--- src/rtl/spi_slave_if.sv ---
// SPI slave signal bundle: master pins (ss_n/mosi/miso) plus the RAM-side word and byte paths.
// Pure wiring, no latency of its own.
// No backpressure: rx_valid is a one-cycle strobe; tx_valid is a level from the RAM. frame_err exists only with SPI_FRAME_ERR_EN.
interface spi_slave_if #(
    parameter int FRAME_W = 10,
    parameter int DATA_W  = 8
);
    logic               ss_n;
    logic               mosi;
    logic               miso;
    logic [FRAME_W-1:0] rx_data;
    logic               rx_valid;
    logic [DATA_W-1:0]  tx_data;
    logic               tx_valid;
`ifdef SPI_FRAME_ERR_EN
    logic               frame_err;

    modport slave (
        input  ss_n, mosi, tx_data, tx_valid,
        output miso, rx_data, rx_valid, frame_err
    );
    modport master (
        output ss_n, mosi, tx_data, tx_valid,
        input  miso, rx_data, rx_valid, frame_err
    );
`else
    modport slave (
        input  ss_n, mosi, tx_data, tx_valid,
        output miso, rx_data, rx_valid
    );
    modport master (
        output ss_n, mosi, tx_data, tx_valid,
        input  miso, rx_data, rx_valid
    );
`endif
endinterface

--- src/rtl/spi_slave.sv ---
// SPI slave front end for the SPI RAM: 10-bit MOSI frames in (MSB first), read byte out on MISO (MSB first).
// Latency: rx_valid one cycle after the 10th data edge; tx byte captured >=1 cycle after rx_valid, then 8 MISO bits.
// No backpressure: the master paces everything via ss_n; tx_valid is a level and only its first qualifying edge is used.
// Optional: define SPI_FRAME_ERR_EN to add a frame_err pulse on a premature ss_n rise.
module spi_slave #(
    parameter int FRAME_W = 10,
    parameter int DATA_W  = 8
) (
    input  logic       clk,
    input  logic       rst,
    spi_slave_if.slave bus
);
    localparam int CNT_W = $clog2(FRAME_W + 1);
    localparam int TXC_W = $clog2(DATA_W + 2);
    localparam logic [CNT_W-1:0] CNT_ONE  = CNT_W'(1);
    localparam logic [CNT_W-1:0] CNT_LAST = CNT_W'(FRAME_W - 1);
    localparam logic [CNT_W-1:0] CNT_FULL = CNT_W'(FRAME_W);
    localparam logic [TXC_W-1:0] TXC_ONE  = TXC_W'(1);
    localparam logic [TXC_W-1:0] TXC_LAST = TXC_W'(DATA_W);

    typedef enum logic [2:0] {
        IDLE,
        CHK_CMD,
        WRITE,
        READ_ADD,
        READ_DATA
    } state_t;

    state_t state, state_nxt;

    logic [CNT_W-1:0]   bit_cnt;
    logic [FRAME_W-2:0] rx_sreg;     // bits received so far; the last bit goes straight into rx_data
    logic [DATA_W-1:0]  tx_sreg;
    logic [TXC_W-1:0]   tx_cnt;      // 0..DATA_W bits driven, DATA_W+1 = byte finished
    logic               tx_loaded;   // one capture per frame
    logic               rd_addr_seen;
    logic               miso_r;
    logic [FRAME_W-1:0] rx_data_r;
    logic               rx_valid_r;

    logic abort, clear_all, start_frame, receiving, last_bit;
    logic capture, shift_out, tx_finish, set_seen, clr_seen;
`ifdef SPI_FRAME_ERR_EN
    logic frame_err_r;
    logic err_cond;
`endif

    // State register; rst wins over everything.
    always_ff @(posedge clk) begin
        if (rst) state <= IDLE;
        else     state <= state_nxt;
    end

    // Next state: command decode in CHK_CMD, any ss_n high leaves a frame.
    always_comb begin
        state_nxt = state;
        case (state)
            IDLE:    if (!bus.ss_n) state_nxt = CHK_CMD;
            CHK_CMD: begin
                if (bus.ss_n)          state_nxt = IDLE;
                else if (!bus.mosi)    state_nxt = WRITE;
                else if (rd_addr_seen) state_nxt = READ_DATA;
                else                   state_nxt = READ_ADD;
            end
            WRITE, READ_ADD, READ_DATA: if (bus.ss_n) state_nxt = IDLE;
            default: state_nxt = IDLE;
        endcase
    end

    // Control decode for the datapath registers.
    always_comb begin
        abort       = (state != IDLE) && bus.ss_n;
        clear_all   = abort || (state == IDLE);
        start_frame = (state == CHK_CMD) && !abort;
        receiving   = ((state == WRITE) || (state == READ_ADD) || (state == READ_DATA))
                      && (bit_cnt != CNT_FULL) && !abort;
        last_bit    = receiving && (bit_cnt == CNT_LAST);
        capture     = (state == READ_DATA) && (bit_cnt == CNT_FULL) && !tx_loaded
                      && bus.tx_valid && !abort;
        shift_out   = (state == READ_DATA) && tx_loaded && (tx_cnt < TXC_LAST) && !abort;
        tx_finish   = (state == READ_DATA) && tx_loaded && (tx_cnt == TXC_LAST) && !abort;
        set_seen    = last_bit && (state == READ_ADD);
        // A read-data frame consumes the address once its strobe has gone out, even if cut short.
        clr_seen    = tx_finish || (abort && (state == READ_DATA) && (bit_cnt == CNT_FULL));
`ifdef SPI_FRAME_ERR_EN
        err_cond    = abort && ((bit_cnt != CNT_FULL) ||
                      ((state == READ_DATA) && !(tx_loaded && (tx_cnt >= TXC_LAST))));
`endif
    end

    // Datapath: frame deserialiser, read-byte serialiser and read-address tracking.
    always_ff @(posedge clk) begin
        if (rst) begin
            bit_cnt      <= '0;
            rx_sreg      <= '0;
            tx_sreg      <= '0;
            tx_cnt       <= '0;
            tx_loaded    <= 1'b0;
            rd_addr_seen <= 1'b0;
            miso_r       <= 1'b0;
            rx_data_r    <= '0;
            rx_valid_r   <= 1'b0;
`ifdef SPI_FRAME_ERR_EN
            frame_err_r  <= 1'b0;
`endif
        end else begin
            rx_valid_r <= last_bit;
`ifdef SPI_FRAME_ERR_EN
            frame_err_r <= err_cond;
`endif
            if (clear_all) begin
                bit_cnt   <= '0;
                rx_sreg   <= '0;
                tx_sreg   <= '0;
                tx_cnt    <= '0;
                tx_loaded <= 1'b0;
                miso_r    <= 1'b0;
            end
            if (start_frame) begin
                rx_sreg <= {{(FRAME_W-2){1'b0}}, bus.mosi};
                bit_cnt <= CNT_ONE;
            end
            if (receiving) begin
                rx_sreg <= {rx_sreg[FRAME_W-3:0], bus.mosi};
                bit_cnt <= bit_cnt + CNT_ONE;
            end
            if (last_bit) rx_data_r <= {rx_sreg, bus.mosi};
            if (set_seen) rd_addr_seen <= 1'b1;
            if (clr_seen) rd_addr_seen <= 1'b0;
            if (capture) begin
                tx_sreg   <= bus.tx_data;
                tx_loaded <= 1'b1;
                tx_cnt    <= '0;
            end
            if (shift_out) begin
                miso_r  <= tx_sreg[DATA_W-1];
                tx_sreg <= {tx_sreg[DATA_W-2:0], 1'b0};
                tx_cnt  <= tx_cnt + TXC_ONE;
            end
            if (tx_finish) begin
                miso_r <= 1'b0;
                tx_cnt <= tx_cnt + TXC_ONE;
            end
        end
    end

    assign bus.miso     = miso_r;
    assign bus.rx_data  = rx_data_r;
    assign bus.rx_valid = rx_valid_r;
`ifdef SPI_FRAME_ERR_EN
    assign bus.frame_err = frame_err_r;
`endif

endmodule

--- src/flat_wrapper.sv ---
// flat-port wrapper written by rule: the top's interface ports become plain ports
module spi_slave_flat 
#(
    parameter int FRAME_W = 10,
    parameter int DATA_W  = 8
)
  (clk, rst, bus_ss_n, bus_mosi, bus_tx_data, bus_tx_valid, bus_miso, bus_rx_data, bus_rx_valid);
  spi_slave_if #(.FRAME_W(FRAME_W), .DATA_W(DATA_W)) bus_i ();
  input  logic clk;
  input  logic rst;
  input wire logic [$bits(bus_i.ss_n)-1:0] bus_ss_n;
  input wire logic [$bits(bus_i.mosi)-1:0] bus_mosi;
  input wire logic [$bits(bus_i.tx_data)-1:0] bus_tx_data;
  input wire logic [$bits(bus_i.tx_valid)-1:0] bus_tx_valid;
  output wire logic [$bits(bus_i.miso)-1:0] bus_miso;
  output wire logic [$bits(bus_i.rx_data)-1:0] bus_rx_data;
  output wire logic [$bits(bus_i.rx_valid)-1:0] bus_rx_valid;
  assign bus_i.ss_n = bus_ss_n;
  assign bus_i.mosi = bus_mosi;
  assign bus_i.tx_data = bus_tx_data;
  assign bus_i.tx_valid = bus_tx_valid;
  assign bus_miso = bus_i.miso;
  assign bus_rx_data = bus_i.rx_data;
  assign bus_rx_valid = bus_i.rx_valid;
  spi_slave #(.FRAME_W(FRAME_W), .DATA_W(DATA_W)) u_core (.clk(clk), .rst(rst), .bus(bus_i));
endmodule
--- config.mk ---
export PLATFORM = sky130hd
export DESIGN_NAME = spi_slave_flat
export DESIGN_NICKNAME = d
export VERILOG_FILES = /design/src/rtl/spi_slave_if.sv /design/src/rtl/spi_slave.sv /design/src/flat_wrapper.sv
export SDC_FILE = /design/constraint.sdc
export NUM_CORES = 1
export LEC_CHECK = 0
export ABC_AREA = 1
export BUFFER_PORTS_ARGS = -buffer_cell sky130_fd_sc_hd__buf_2
export CAP_MARGIN = 20
export CORE_MARGIN = 8
export CORE_UTILIZATION = 35
export DETAILED_ROUTE_END_ITERATION = 8
export SYNTH_ARGS = -nofsm -noshare
export SYNTH_HDL_FRONTEND = slang
export SYNTH_SLANG_ARGS = --single-unit
--- constraint.sdc ---
create_clock -name clk -period 1.5 [get_ports clk]
set_input_delay 0.3 -clock clk [delete_from_list [all_inputs] [get_ports clk]]
set_output_delay 0.3 -clock clk [all_outputs]
set_load 0.01 [all_outputs]
======== Word level (Yosys, flattened, before mapping) ========
Cells that the tools add are included.
Widths: inputs -> output; s select.
word-level totals
  register bits ........................... 42
  bits in latches ......................... 0
  bits in writable memories ............... 0
  bits in read-only memories .............. 0
  bits of input ports ..................... 13
  output and inout bits ................... 12
  memories kept ........................... 0
operators by class
  $add $sub $neg .......................... 2
  multiply operators ...................... 0
  div/mod/pow operators ................... 0
  order comparisons ....................... 1
  equal/unequal tests ..................... 10
  shift operators ......................... 0
  multiplexer cells ....................... 21
  bitwise logic cells ..................... 0
  reductions and logical operators ........ 35
operators with widths
  kind                 count
  $mux 9               3
  $mux 4               6
  $mux 8               3
  $logic_and 1x1->1    17
  $mux 3               5
  $eq 4x4->1 const B   3
  $pmux 3 s3           1
  $reduce_bool 3->1    3
  $add 4x1->4 const B  2
  $eq 3x2->1 const B   2
  $reduce_or 2->1      3
  $logic_or 1x1->1     4
  $lt 4x4->1 const B   1
  $ne 2x2->1 const B   2
  $ne 4x4->1 const B   1
  $reduce_bool 2->1    2
  $reduce_bool 4->1    1
  $eq 3x1->1 const B   1
  $eq 3x3->1 const B   1
  $logic_not 3->1      1
  $mux 1               3
  $reduce_or 3->1      1
  $logic_not 1->1      2
  $reduce_and 2->1     1

======== Logic depth before layout (Yosys ltp) ========
  depth after elaboration ................. 8
  depth in mapped cells ................... 11
  mapped depth without buffers ............ 10

======== Least setup slack after synthesis ========
OpenSTA, ideal clock, no wires.
  kind .................................... register to register
  start ................................... reg u_core.bit_cnt[0]
  end ..................................... reg u_core.tx_sreg[2]
  setup time .............................. 113 ps
  data arrival time ....................... 1316 ps
  slack ................................... 71 ps
  cell stages (with the launch flop) ...... 11
  path buffers ............................ 1
  clock period less this slack ............ 1429 ps
  path through ............................ dfxtp_1 > inv_1 > ha_1 > nand3_2 > nor2_8 > nand2_1 > nand2_2 > nor2_4 > buf_6 > nor2_1 > nor2_1
on the way
  word-level cells in the longest chain between the ends .. 7
  elaborated cells between the ends (all ways) .. 8
RTL lines
  element                           line              RTL
  start: declaration                spi_slave.sv:31   logic [CNT_W-1:0] bit_cnt;
  start signal: assignment          spi_slave.sv:125  bit_cnt <= bit_cnt + CNT_ONE;
  $eq 4x4->1 *                      spi_slave.sv:78   capture = (state == READ_DATA) && (bit_cnt == CNT_FULL) && !tx_loaded
  $logic_and 1x1->1 * (2 in a row)  spi_slave.sv:78
  $logic_and 1x1->1 * (2 in a row)  spi_slave.sv:79   && bus.tx_valid && !abort;
  $mux 8                            spi_slave.sv:130  if (capture) begin
  $mux 8                            spi_slave.sv:135  if (shift_out) begin
  end signal: assignment            spi_slave.sv:131  tx_sreg <= bus.tx_data;
  end signal: assignment            spi_slave.sv:137  tx_sreg <= {tx_sreg[DATA_W-2:0], 1'b0};
  end: declaration                  spi_slave.sv:33   logic [DATA_W-1:0] tx_sreg;
Every way passes the cells marked *; elsewhere a longest branch is shown, timed or not.
A chain may end at the register's enable or synchronous reset.

======== Worst setup path in the final report ========
  start ................................... reg u_core.tx_cnt[0]
  end ..................................... reg u_core.tx_cnt[0]
on the way
  word-level cells in the longest chain between the ends .. 5
  elaborated cells between the ends (all ways) .. 10
RTL lines
  element                         line              RTL
  start: declaration              spi_slave.sv:34   logic [TXC_W-1:0] tx_cnt;
  start signal: assignment        spi_slave.sv:138  tx_cnt <= tx_cnt + TXC_ONE;
  start signal: assignment        spi_slave.sv:142  tx_cnt <= tx_cnt + TXC_ONE;
  $lt 4x4->1                      spi_slave.sv:80   shift_out = (state == READ_DATA) && tx_loaded && (tx_cnt < TXC_LAST) && !abort;
  $logic_and 1x1->1 (2 in a row)  spi_slave.sv:80
  $mux 4                          spi_slave.sv:135
  $mux 4                          spi_slave.sv:140  if (tx_finish) begin
Several ways; a longest one is shown, not always the timed one.

==> out/metrics.csv <==
metric,value,unit
Yosys reg bits,42,
IO Pins,25,
Syn Area/Cell,7.40,um2
clock share of power,36.3,%
"Cell Chain, Critical Path",inv_1 > ha_1 > nor3b_2 > o21ai_1 > buf_4 > inv_2 > o21ai_0 > nor2_1,
Root Driver,clkbuf_8,
sequential fraction of the synthesis area,42.1,%
Power Internal,1530,uW
Hold Path Sink,u_core.tx_sreg[0],
pwr dens,830,mW/mm2
Crit Path Class,reg2reg,
via/cell ratio,4.91,
Final WS setup,0.0910,ns
Placer Congestion,0.819,
Hold Path Class,in2reg,
worst r2r path cells,8,
routed wire length,4.73,mm
"Max FO, Critical Path",4,
DRC errors left,0,
ANT nets after route,0,
Rows,27,
Initial Utilization,36.3,%
Setup crit end kind,flip-flop,
Setup crit start kind,flip-flop,
switching power,559,uW
Diodes inserted,0,
routed vias,1935,
Sw Ratio,26.7,%
R2R Setup Slk,0.09,ns
placed inst area,0.00234,mm2
Pre-antenna DRT Iters,4,
RSZ-0062 raised after global routing,yes,
largest net degree at the start of global routing,16,
gr ovfl total,0,
final-stage net count,339,
status,finished clean,
endpoints failing hold,0,
detailed placer's ending HPWL,3.42,mm
initial drt markers,69,
"Distinct cells, synth",33,
vias in the first global route,1801,
Area growth syn-to-layout,26.3,%
Worst Path Required,1.69,ns
Placed Cells,382,
hold path depth,3,
CTS sink count,42,
first-pass GRT wire length,7.91,mm
Slew Limit Fails,0,
"most common cell after layout, fill and taps aside",nand2_1,
CP Buf/Inv Count,3,
most frequent cells in the layout,"69 x nand2_1, 40 x dfxtp_1, 26 x a21oi_1, 26 x buf_4, 24 x buf_2",
clk_lat worst skew,0.30,ns
Tmin final,1.41,ns
Max Cap Violations,0,
Final Cycle Share,93.9,%
clock skew,0.0106,ns
Setup TNS,0,ns
Worst path slowest cell,dfxtp_1,
CTS H-tree lvls,2,
CTS Buf Count,5,
Peak supply drop,0.388,mV
worst reg2reg startpoint,u_core.tx_cnt[0],
hold buffers post-CTS,0,
die area,0.00838,mm2
clk buf depth,2,
actual slew at the worst max-slew pin,0.234,ns
worst endpoint data arrival time,1.60,ns
initial antenna violation count,0,
overall die height,91.5,um
CP top delay family,flip-flops,
Fin Hold WS,0.292,ns
Final Setup Violations,0,
clock slew at reported path FFs,0.08,ns
Comb pwr share,9.3,%
fin area,0.00252,mm2
syn_nets,288,
CTS tree,done,
share of layout cells above drive strength 1,26.7,%
fin cells,394,
Core ar.,0.00551,mm2
HP Start,bus_tx_data[0],
worst flop-to-flop path endpoint,u_core.tx_cnt[0],
leakage,0.00111,uW
Slew Limit Headroom,84.3,%
Peak Freq,0.710,GHz
mean routed wirelength per cell,12.0,um
CP max stage delay,0.33,ns
share of power burned in registers,54.5,%
dpl ws,-0.0656,ns
GRT Total Usage,11.1,%
PortBufs,24,
Die W,91.5,um
synthesized cell area,0.00200,mm2
Synth Instances,270,
synth warn,0,
==> Yosys cell counts <==
| cell type | count | area [um2] |
|---|---|---|
| a21oi_1 | 26 | 130 |
| a21oi_2 | 1 | 8.76 |
| and3_1 | 1 | 6.26 |
| buf_2 | 3 | 15.0 |
| buf_4 | 2 | 15.0 |
| buf_6 | 1 | 11.3 |
| clkbuf_1 | 3 | 11.3 |
| clkinv_1 | 1 | 3.75 |
| clkinv_2 | 1 | 5.00 |
| dfxtp_1 | 42 | 841 |
| ha_1 | 5 | 62.6 |
| inv_1 | 19 | 71.3 |
| inv_2 | 5 | 18.8 |
| nand2_1 | 70 | 263 |
| nand2_2 | 2 | 12.5 |
| nand2_4 | 1 | 11.3 |
| nand3_1 | 22 | 110 |
| nand3_2 | 1 | 10.0 |
| nand4_1 | 20 | 125 |
| nand4_2 | 1 | 12.5 |
| nor2_1 | 19 | 71.3 |
| nor2_2 | 2 | 12.5 |
| nor2_4 | 3 | 33.8 |
| nor2_8 | 1 | 20.0 |
| nor3_1 | 3 | 15.0 |
| nor3b_2 | 1 | 12.5 |
| o211ai_1 | 1 | 7.51 |
| o21ai_0 | 6 | 30.0 |
| o21ai_1 | 1 | 5.00 |
| or2_0 | 1 | 6.26 |
| or2_1 | 1 | 6.26 |
| or2_2 | 1 | 6.26 |
| xor2_1 | 3 | 26.3 |
==> sequential cells by signal (all words and copies together), names as in the netlist <==
name / flops
u_core.rd_addr_seen: 1
u_core.rx_sreg: 9
u_core.tx_loaded: 1
u_core.bus.rx_data: 10
u_core.bus.rx_valid: 1
u_core.tx_cnt: 4
u_core.bus.miso: 1
u_core.bit_cnt: 4
u_core.state: 3
u_core.tx_sreg: 8
==> power groups by stage <==
stage	Combinational [uW]	Clock [uW]	Sequential, uW
after global placement	179	0	1160
after floorplan	114	0	1160
after detailed placement	180	0	1160
after CTS	181	781	1140
after global routing	217	814	1140
final	194	759	1140
==> worst max-delay path by stage <==
| stage | startpoint | end | depth (start not counted) |
|---|---|---|---|
| global placement | u_core.bit_cnt[0] | u_core.bus.rx_data[1] | 9 |
| finish | u_core.tx_cnt[0] | u_core.tx_cnt[0] | 8 |
| detailed placement | u_core.bit_cnt[0] | u_core.bus.rx_data[3] | 9 |
| floorplan | u_core.bit_cnt[0] | u_core.tx_sreg[2] | 10 |
| CTS | u_core.bit_cnt[0] | u_core.rx_sreg[2] | 9 |
| global route | u_core.bit_cnt[0] | u_core.tx_sreg[5] | 10 |
==> layer usage <==
layer / up-vias / wire length, um / track usage, %
li1: 1002 / - / -
met5: - / 0 / 0
met3: 15 / 290 / 3.79
met1: 872 / 2230 / 13.2
met2: 46 / 2120 / 18.1
met4: 0 / 88 / 4.09
==> area by class of cell <==
type / count / area [um2]
multi-input combinational: 195 / 1060
clock inverter: 3 / 25.0
sequential: 42 / 843
fill: 546 / 2990
clock buffer: 5 / 68.8
timing repair buffer: 51 / 330
inverter: 26 / 101
tap: 72 / 90.1
==> what timing repair did <==
action | 4_1_cts | 5_1_grt
resized for setup | 2 | 12
endpoints found under the setup margin | 12 | 33
gates cloned | 0 | 2
endpoints found under the hold margin | 0 | 0
pin swaps | 0 | 5
setup buffers | 0 | 2
==> stage by stage <==
| step | total power (uW) | util, % |
|---|---|---|
| finish | 2090 | 45.8 |
| detailed placement | 1340 | 42.5 |
| global route | 2170 | 45.8 |
| CTS | 2100 | 44.4 |
| floorplan | 1280 | - |
| global placement | 1340 | 42.5 |
==> worst reg2reg max path, cell delays in order, from the launching register on <==
cell	delay, ns
dfxtp_1	0.33
inv_1	0.05
ha_1	0.19
nor3b_2	0.17
o21ai_1	0.17
buf_4	0.16
inv_2	0.04
o21ai_0	0.15
nor2_1	0.05
==> cells by family (layout without fill, tap and decap cells) <==
logic type / after synthesis / after routing / share of synthesized area, %
simple gates: 150 / 152 / 36.8
compound gates: 35 / 35 / 9.09
xor+xnor: 3 / 3 / 1.32
buf+inv: 35 / 85 / 7.58
flops: 42 / 42 / 42.1
fa+ha+maj: 5 / 5 / 3.13
Note: power is estimated with default switching activity, not from simulation.
